==> config.mk <==
export PLATFORM = sky130hd
export DESIGN_NAME = regfile_wr_arbiter_flat
export DESIGN_NICKNAME = d
export VERILOG_FILES = /design/src/rtl/regfile_wr_arbiter_pkg.sv /design/src/rtl/regfile_wr_arbiter_if.sv /design/src/rtl/regfile_scoreboard.sv /design/src/rtl/regfile_wr_arbiter.sv /design/src/flat_wrapper.sv
export SDC_FILE = /design/constraint.sdc
export NUM_CORES = 1
export LEC_CHECK = 0
export CORE_MARGIN = 4
export CORE_UTILIZATION = 45
export DETAILED_ROUTE_END_ITERATION = 10
export PLACE_DENSITY_LB_ADDON = 0.15
export SYNTH_ARGS = -nofsm -noshare
export SYNTH_HDL_FRONTEND = slang
export SYNTH_HIERARCHICAL = 1
export SYNTH_SLANG_ARGS = --single-unit
==> constraint.sdc <==
create_clock -name clock -period 3.9 [get_ports clock]
set_input_delay 0.585 -clock clock [delete_from_list [all_inputs] [get_ports clock]]
set_output_delay 0.585 -clock clock [all_outputs]
set_load 0.02 [all_outputs]
==> src/rtl/regfile_wr_arbiter_pkg.sv <==
// Shared processor constants for the register-file write arbiter: index/data widths,
// requester count and requester IDs, plus the round-robin pointer helper.
package regfile_wr_arbiter_pkg;

  localparam int REG_W   = 6;
  localparam int DATA_W  = 16;
  localparam int NUM_REQ = 3;
  localparam int NUM_RD  = 3;
  localparam int NREGS   = 1 << REG_W;

  typedef enum logic [1:0] {
    REQ_ALU = 2'd0,
    REQ_LSU = 2'd1,
    REQ_MDU = 2'd2
  } req_id_e;

  typedef logic [REG_W-1:0]  reg_idx_t;
  typedef logic [DATA_W-1:0] data_t;

  // Requester index reached by stepping `step` places past `base`, modulo NUM_REQ.
  function automatic logic [1:0] rr_offset(input logic [1:0] base, input int step);
    int sum;
    sum = int'(base) + step;
    if (sum >= NUM_REQ) sum = sum - NUM_REQ;
    return sum[1:0];
  endfunction

endpackage

==> src/rtl/regfile_wr_arbiter_if.sv <==
// Requester-side write handshake bundle: one valid/ready pair plus payload per requester;
// the carry fields belong to requester 0 (ALU) only.
interface regfile_wr_arbiter_if;

  logic [regfile_wr_arbiter_pkg::NUM_REQ-1:0]                                    req_valid;
  logic [regfile_wr_arbiter_pkg::NUM_REQ-1:0]                                    req_ready;
  logic [regfile_wr_arbiter_pkg::NUM_REQ-1:0][regfile_wr_arbiter_pkg::REG_W-1:0]  req_reg;
  logic [regfile_wr_arbiter_pkg::NUM_REQ-1:0][regfile_wr_arbiter_pkg::DATA_W-1:0] req_data;
  logic                                                                          req_carry;
  logic                                                                          req_carry_en;

  modport master (
    output req_valid, req_reg, req_data, req_carry, req_carry_en,
    input  req_ready
  );

  modport slave (
    input  req_valid, req_reg, req_data, req_carry, req_carry_en,
    output req_ready
  );

endinterface

==> src/rtl/regfile_scoreboard.sv <==
// 64-entry pending-write scoreboard: decode sets a bit when it claims a destination,
// a committed register-file write clears it; a set on the same edge wins.
module regfile_scoreboard
  import regfile_wr_arbiter_pkg::*;
(
  input  logic                          clock,
  input  logic                          reset,
  input  logic                          issue_valid,
  input  reg_idx_t                      issue_reg,
  output logic                          issue_ready,
  input  logic [NUM_RD-1:0][REG_W-1:0]  rd_reg,
  output logic [NUM_RD-1:0]             rd_busy,
  input  logic                          wr1_enable,
  input  reg_idx_t                      wr1,
  input  logic                          wr2_enable,
  input  reg_idx_t                      wr2
);

  logic [NREGS-1:0] busy;
  logic [NREGS-1:0] set_mask;
  logic [NREGS-1:0] clr_mask;

  // NOTE: every always_comb output gets a default before any conditional write, so no latch is inferred.
  always_comb begin
    set_mask = '0;
    clr_mask = '0;
    if (issue_valid && issue_ready) set_mask[issue_reg] = 1'b1;
    if (wr1_enable)                 clr_mask[wr1]       = 1'b1;
    if (wr2_enable)                 clr_mask[wr2]       = 1'b1;
  end

  // NOTE: this is a 64-bit flop vector, not a RAM, so resetting every bit is cheap and required.
  always_ff @(posedge clock or posedge reset) begin
    if (reset) busy <= '0;
    else       busy <= (busy & ~clr_mask) | set_mask;
  end

  assign issue_ready = !busy[issue_reg];

  always_comb begin
    rd_busy = '0;
    for (int k = 0; k < NUM_RD; k++) rd_busy[k] = busy[rd_reg[k]];
  end

endmodule

==> src/rtl/regfile_wr_arbiter.sv <==
// Two-port round-robin register-file write arbiter for ALU/LSU/MDU with registered write
// outputs. Define REGFILE_SCOREBOARD_EN to add the pending-write scoreboard.
module regfile_wr_arbiter
  import regfile_wr_arbiter_pkg::*;
#(
  parameter int NREQ = NUM_REQ
) (
  input  logic                          clock,
  input  logic                          reset,
  regfile_wr_arbiter_if.slave           req,
  input  logic                          issue_valid,
  input  reg_idx_t                      issue_reg,
  output logic                          issue_ready,
  input  logic [NUM_RD-1:0][REG_W-1:0]  rd_reg,
  output logic [NUM_RD-1:0]             rd_busy,
  output reg_idx_t                      reg_wr1,
  output reg_idx_t                      reg_wr2,
  output data_t                         reg_wr1_data,
  output data_t                         reg_wr2_data,
  output logic                          reg_wr1_enable,
  output logic                          reg_wr2_enable,
  output logic                          carrybit_wr,
  output logic                          carrybit_wr_enable
);

  logic [1:0]      rr_ptr;
  logic [NREQ-1:0] grant;
  logic            p1_hit, p2_hit;
  logic [1:0]      p1_idx, p2_idx, idx;

  // Scan from rr_ptr; port 2 skips any candidate aiming at port 1's register.
  always_comb begin
    grant  = '0;
    p1_hit = 1'b0;
    p2_hit = 1'b0;
    p1_idx = '0;
    p2_idx = '0;
    idx    = '0;
    for (int k = 0; k < NREQ; k++) begin
      idx = rr_offset(rr_ptr, k);
      if (req.req_valid[idx] && !reset) begin
        if (!p1_hit) begin
          p1_hit      = 1'b1;
          p1_idx      = idx;
          grant[idx]  = 1'b1;
        end else if (!p2_hit && (req.req_reg[idx] != req.req_reg[p1_idx])) begin
          p2_hit      = 1'b1;
          p2_idx      = idx;
          grant[idx]  = 1'b1;
        end
      end
    end
  end

  assign req.req_ready = grant;

  // NOTE: sequential state uses non-blocking assignments so all flops sample pre-edge values.
  always_ff @(posedge clock or posedge reset) begin
    if (reset) begin
      rr_ptr             <= '0;
      reg_wr1            <= '0;
      reg_wr2            <= '0;
      reg_wr1_data       <= '0;
      reg_wr2_data       <= '0;
      reg_wr1_enable     <= 1'b0;
      reg_wr2_enable     <= 1'b0;
      carrybit_wr        <= 1'b0;
      carrybit_wr_enable <= 1'b0;
    end else begin
      reg_wr1_enable <= p1_hit;
      reg_wr2_enable <= p2_hit;
      if (p1_hit) begin
        reg_wr1      <= req.req_reg[p1_idx];
        reg_wr1_data <= req.req_data[p1_idx];
      end
      if (p2_hit) begin
        reg_wr2      <= req.req_reg[p2_idx];
        reg_wr2_data <= req.req_data[p2_idx];
      end
      if (p2_hit)      rr_ptr <= rr_offset(p2_idx, 1);
      else if (p1_hit) rr_ptr <= rr_offset(p1_idx, 1);
      carrybit_wr_enable <= grant[REQ_ALU] && req.req_carry_en;
      if (grant[REQ_ALU] && req.req_carry_en) carrybit_wr <= req.req_carry;
    end
  end

`ifdef REGFILE_SCOREBOARD_EN
  regfile_scoreboard u_scoreboard (
    .clock       (clock),
    .reset       (reset),
    .issue_valid (issue_valid),
    .issue_reg   (issue_reg),
    .issue_ready (issue_ready),
    .rd_reg      (rd_reg),
    .rd_busy     (rd_busy),
    .wr1_enable  (reg_wr1_enable),
    .wr1         (reg_wr1),
    .wr2_enable  (reg_wr2_enable),
    .wr2         (reg_wr2)
  );
`else
  // Without the scoreboard decode is never stalled and no read is ever flagged.
  assign issue_ready = 1'b1;
  assign rd_busy     = '0;
  logic unused_issue_inputs;
  assign unused_issue_inputs = ^{issue_valid, issue_reg, rd_reg};
`endif

endmodule

==> src/flat_wrapper.sv <==
// flat-port wrapper written by rule: the top's interface ports become plain ports
module regfile_wr_arbiter_flat import regfile_wr_arbiter_pkg::*;
#(
  parameter int NREQ = NUM_REQ
)
  (clock, reset, issue_valid, issue_reg, issue_ready, rd_reg, rd_busy, reg_wr1, reg_wr2, reg_wr1_data, reg_wr2_data, reg_wr1_enable, reg_wr2_enable, carrybit_wr, carrybit_wr_enable, req_req_valid, req_req_reg, req_req_data, req_req_carry, req_req_carry_en, req_req_ready);
  regfile_wr_arbiter_if req_i ();
  input  logic clock;
  input  logic reset;
  input  logic issue_valid;
  input  reg_idx_t issue_reg;
  output logic issue_ready;
  input  logic [NUM_RD-1:0][REG_W-1:0] rd_reg;
  output logic [NUM_RD-1:0] rd_busy;
  output reg_idx_t reg_wr1;
  output reg_idx_t reg_wr2;
  output data_t reg_wr1_data;
  output data_t reg_wr2_data;
  output logic reg_wr1_enable;
  output logic reg_wr2_enable;
  output logic carrybit_wr;
  output logic carrybit_wr_enable;
  input wire logic [$bits(req_i.req_valid)-1:0] req_req_valid;
  input wire logic [$bits(req_i.req_reg)-1:0] req_req_reg;
  input wire logic [$bits(req_i.req_data)-1:0] req_req_data;
  input wire logic [$bits(req_i.req_carry)-1:0] req_req_carry;
  input wire logic [$bits(req_i.req_carry_en)-1:0] req_req_carry_en;
  output wire logic [$bits(req_i.req_ready)-1:0] req_req_ready;
  assign req_i.req_valid = req_req_valid;
  assign req_i.req_reg = req_req_reg;
  assign req_i.req_data = req_req_data;
  assign req_i.req_carry = req_req_carry;
  assign req_i.req_carry_en = req_req_carry_en;
  assign req_req_ready = req_i.req_ready;
  regfile_wr_arbiter #(.NREQ(NREQ)) u_core (.clock(clock), .reset(reset), .req(req_i), .issue_valid(issue_valid), .issue_reg(issue_reg), .issue_ready(issue_ready), .rd_reg(rd_reg), .rd_busy(rd_busy), .reg_wr1(reg_wr1), .reg_wr2(reg_wr2), .reg_wr1_data(reg_wr1_data), .reg_wr2_data(reg_wr2_data), .reg_wr1_enable(reg_wr1_enable), .reg_wr2_enable(reg_wr2_enable), .carrybit_wr(carrybit_wr), .carrybit_wr_enable(carrybit_wr_enable));
endmodule
==> metrics.md <==
| Metric | Value |
|---|---|
| Status | finished clean |
| H-tree depth | 2 |
| Worst-skew pair later-pin latency | 290 ps |
| Post-Synth XOR/XNOR Area | 0.0172 |
| Top routing layer in use | met4 |
| Clk_skew | 5.37 ps |
| Post-synth EDFFs | 0 |
| Async set or reset register ratio after synthesis | 1.00 |
| Met1 WL | 5600 um |
| Arrival time worst endpoint | 3240 ps |
| Row count | 34 |
| Final GP Congestion | 0.879 |
| ANT nets after route | 0 |
| HPWL Detailed | 10300 um |
| Clock transition at path regs | 90 ps |
| Fin worst setup slack | 77.8 ps |
| Worst slew pin tran | 1050 ps |
| Most used DFF post-synth | dfrtp_1 |
| Max-slew violations | 0 |
| Reg2reg start | u_core/rr_ptr[1] |
| Die X-Extent | 103 um |
| Worst-path maximum fanout | 6 |
| Compound-Gate Fraction of Synth Area | 0.274 |
| DRC viols | 0 |
| Leakage power | 2.57 nW |
| Largest family of logic cells by synthesized area | compound AO/OA/AOI/OAI gates |
| CTS Hold Bufs | 0 |
| Pwr dens | 867 mW/mm^2 |
| Worst hold margin | 497 ps |
| Area of the core | 0.00876 mm^2 |
| Pin count of the biggest net entering global routing | 51 |
| Final setup vio count | 0 |
| # diodes | 0 |
| Most common cell after layout, fill and taps aside | clkdlybuf4s50_1 |
| Sequential area share after synthesis | 0.308 |
| RSZ-0062 raised after global routing | yes |
| Crit path kind | reg2out |
| Fin. Hold Viols | 0 |
| Met3 routed WL | 927 um |
| R2R cell count | 16 |
| Reg2reg setup slack | 260 ps |
| Max VDD drop | 0.487 mV |
| First-pass GRT wire length | 22400 um |
| RR Endpoint | u_core/carrybit_wr |
| Initial detailed-routing violation count | 237 |
| Pre-CTS WS | -550 ps |
| DRT Wirelength | 13800 um |
| Area Overhead vs Synth | 49.6% |
| 1st-pass router iterations | 4 |
| Total CTS buffers | 5 |
| Routed wl met2 | 7050 um |
| Vias in the first global route | 4578 |
| Global route overflow | 0 |
| Clock sink count | 50 |
| All-Layer GR Usage | 0.264 |
| Placed instance area | 0.00577 mm^2 |
| Proportion of layout cells with a drive suffix above 1 | 0.226 |
| Non-Filler Instances | 780 |
| Fin crit period | 3820 ps |
| Root Driver | clkbuf_8 |
| Synthesis-stage register bit count | 50 |
| Worst-case clock buffer depth | 2 |
| CTS tree | done |
| Placed insts | 767 |
| Cell count after synthesis | 502 |
| Via count of the routed design | 4423 |
| Cell area after layout | 0.00608 mm^2 |
| Fillers | 728 |
| Distinct cells, synth | 60 |
| WP data required | 3310 ps |
| DIE AREA | 0.0106 mm^2 |
| WHS Path Cells | 2 |
| Mapped cell area | 0.00406 mm^2 |
| Critical Path Source | u_core/rr_ptr[0] |
| Most frequent cells in the layout | clkdlybuf4s50_1, a21oi_1, nand2_1 |
| Tcrit/Tclk final | 0.980 |
| Port Buffers | 123 |
| Synth Area in Adders | 0.0154 |
| # IOs | 153 |
| Max-cap violations | 0 |
| Max frequency | 262 MHz |
| Hold Path End | u_core/reg_wr2_data[8] |
| Simple-gate share of the synthesized area | 0.220 |
| Die height | 103 um |
| Hold Crit Class | reg2reg |
| Starting density of the core | 0.464 |
| Mux cell area share after synthesis | 0.0924 |
| Initial antenna violation count | 0 |
| Slew headroom | 0.301 |
| Final net count | 774 |
| Drt wl/cell | 17.8 um |
| Worst Setup Start Kind | flip-flop |
| Yosys warning count | 6 |
| Endpoint class of the critical path | output port |
| Syn Area/Cell | 8.09 um^2 |
| Min-delay src | u_core/reg_wr2_data[8] |
| Vias per inst | 5.67 |
[cells by family after synthesis]
| logic type | count (synthesis) |
|---|---|
| AOI/OAI and AO/OA | 161 |
| DFF | 50 |
| muxes | 37 |
| and+or+nand+nor | 184 |
| buffers and inverters | 55 |
| other | 2 |
| adders and majority gates | 5 |
| xor gates and xnor gates | 8 |
[cell type report]
type / instances / area [um^2] / share of cell area
clock buffers: 7 / 86.3 / 0.0142
clock inverters: 1 / 5.00 / 0.000823
inverters: 15 / 58.8 / 0.00967
multi-input cells: 399 / 2710 / 0.445
flip-flops and latches: 50 / 1250 / 0.206
well taps: 108 / 135 / 0.0222
repair buffers: 200 / 1840 / 0.302
[cell usage after synthesis (all sizes together), types with 5 or more instances]
master  count  area share
a21oi      86        0.11
nand2      77       0.071
dfrtp      50        0.31
nor2       45       0.042
mux2i      36       0.090
nand3      31       0.038
o211ai     31       0.082
buf        21       0.039
clkbuf     19       0.018
inv        15       0.014
o21ai      13       0.017
a31oi      12       0.025
xnor2       8       0.017
nand2b      7       0.014
a211oi      5       0.012
ha          5       0.015
[what timing repair did]
item                       4_1_cts  5_1_grt
pin swaps                        5       12
setup endpoints to repair        3       17
resized for setup               31       27
setup buffers                    3        2
[critical path, stage by stage, from the launching register on]
cell and delay, ps:
dfrtp_1 450, ha_2 230, nand2b_4 170, a211o_4 370, buf_4 160, o211ai_1 170, o211ai_1 170, and3_4 240
nor4b_4 310, nand4_4 150, a21boi_2 190, o221ai_1 140, buf_4 180
[metrics by stage]
stage / utilization / TNS (ps) / power, mW
after global placement: 0.658 / -5190 / 4.64
after global routing: 0.694 / -162 / 5.65
after CTS: 0.680 / 0 / 5.15
after floorplan: - / 0 / 3.30
after detailed placement: 0.658 / -6380 / 4.73
final: 0.694 / 0 / 5.27
[worst max path at each step]
stage | slack [ps] | endpoint | cells after the start
2_1_floorplan | 300 | req_req_ready[1] | 13
3_3_place_gp | -540 | req_req_ready[2] | 11
3_5_place_dp | -550 | req_req_ready[1] | 11
4_1_cts | 3 | req_req_ready[0] | 15
5_1_grt | -80 | req_req_ready[0] | 13
6_report | 80 | req_req_ready[2] | 12
[layer usage]
| metal | global-route usage | vias to the layer above |
|---|---|---|
| met2 | 0.473 | 152 |
| met5 | 0 | - |
| met1 | 0.322 | 2130 |
| li1 | - | 2118 |
| met4 | 0.0747 | 0 |
| met3 | 0.0507 | 23 |
[flip-flops by register name, summed over array words and instances (netlist names)]
signal / count
u_core/carrybit_wr: 1
u_core/reg_wr2_enable: 1
u_core/reg_wr2: 6
u_core/reg_wr1: 6
u_core/reg_wr2_data: 16
u_core/carrybit_wr_enable: 1
u_core/rr_ptr: 2
u_core/reg_wr1_data: 16
u_core/reg_wr1_enable: 1
[power breakdown]
| part | internal [mW] | switching [mW] |
|---|---|---|
| logic | 1.79 | 2.23 |
| registers | 0.791 | 0.149 |
| clock network | 0.144 | 0.170 |
| total | 2.72 | 2.55 |
(Power assumes the default switching activity.)
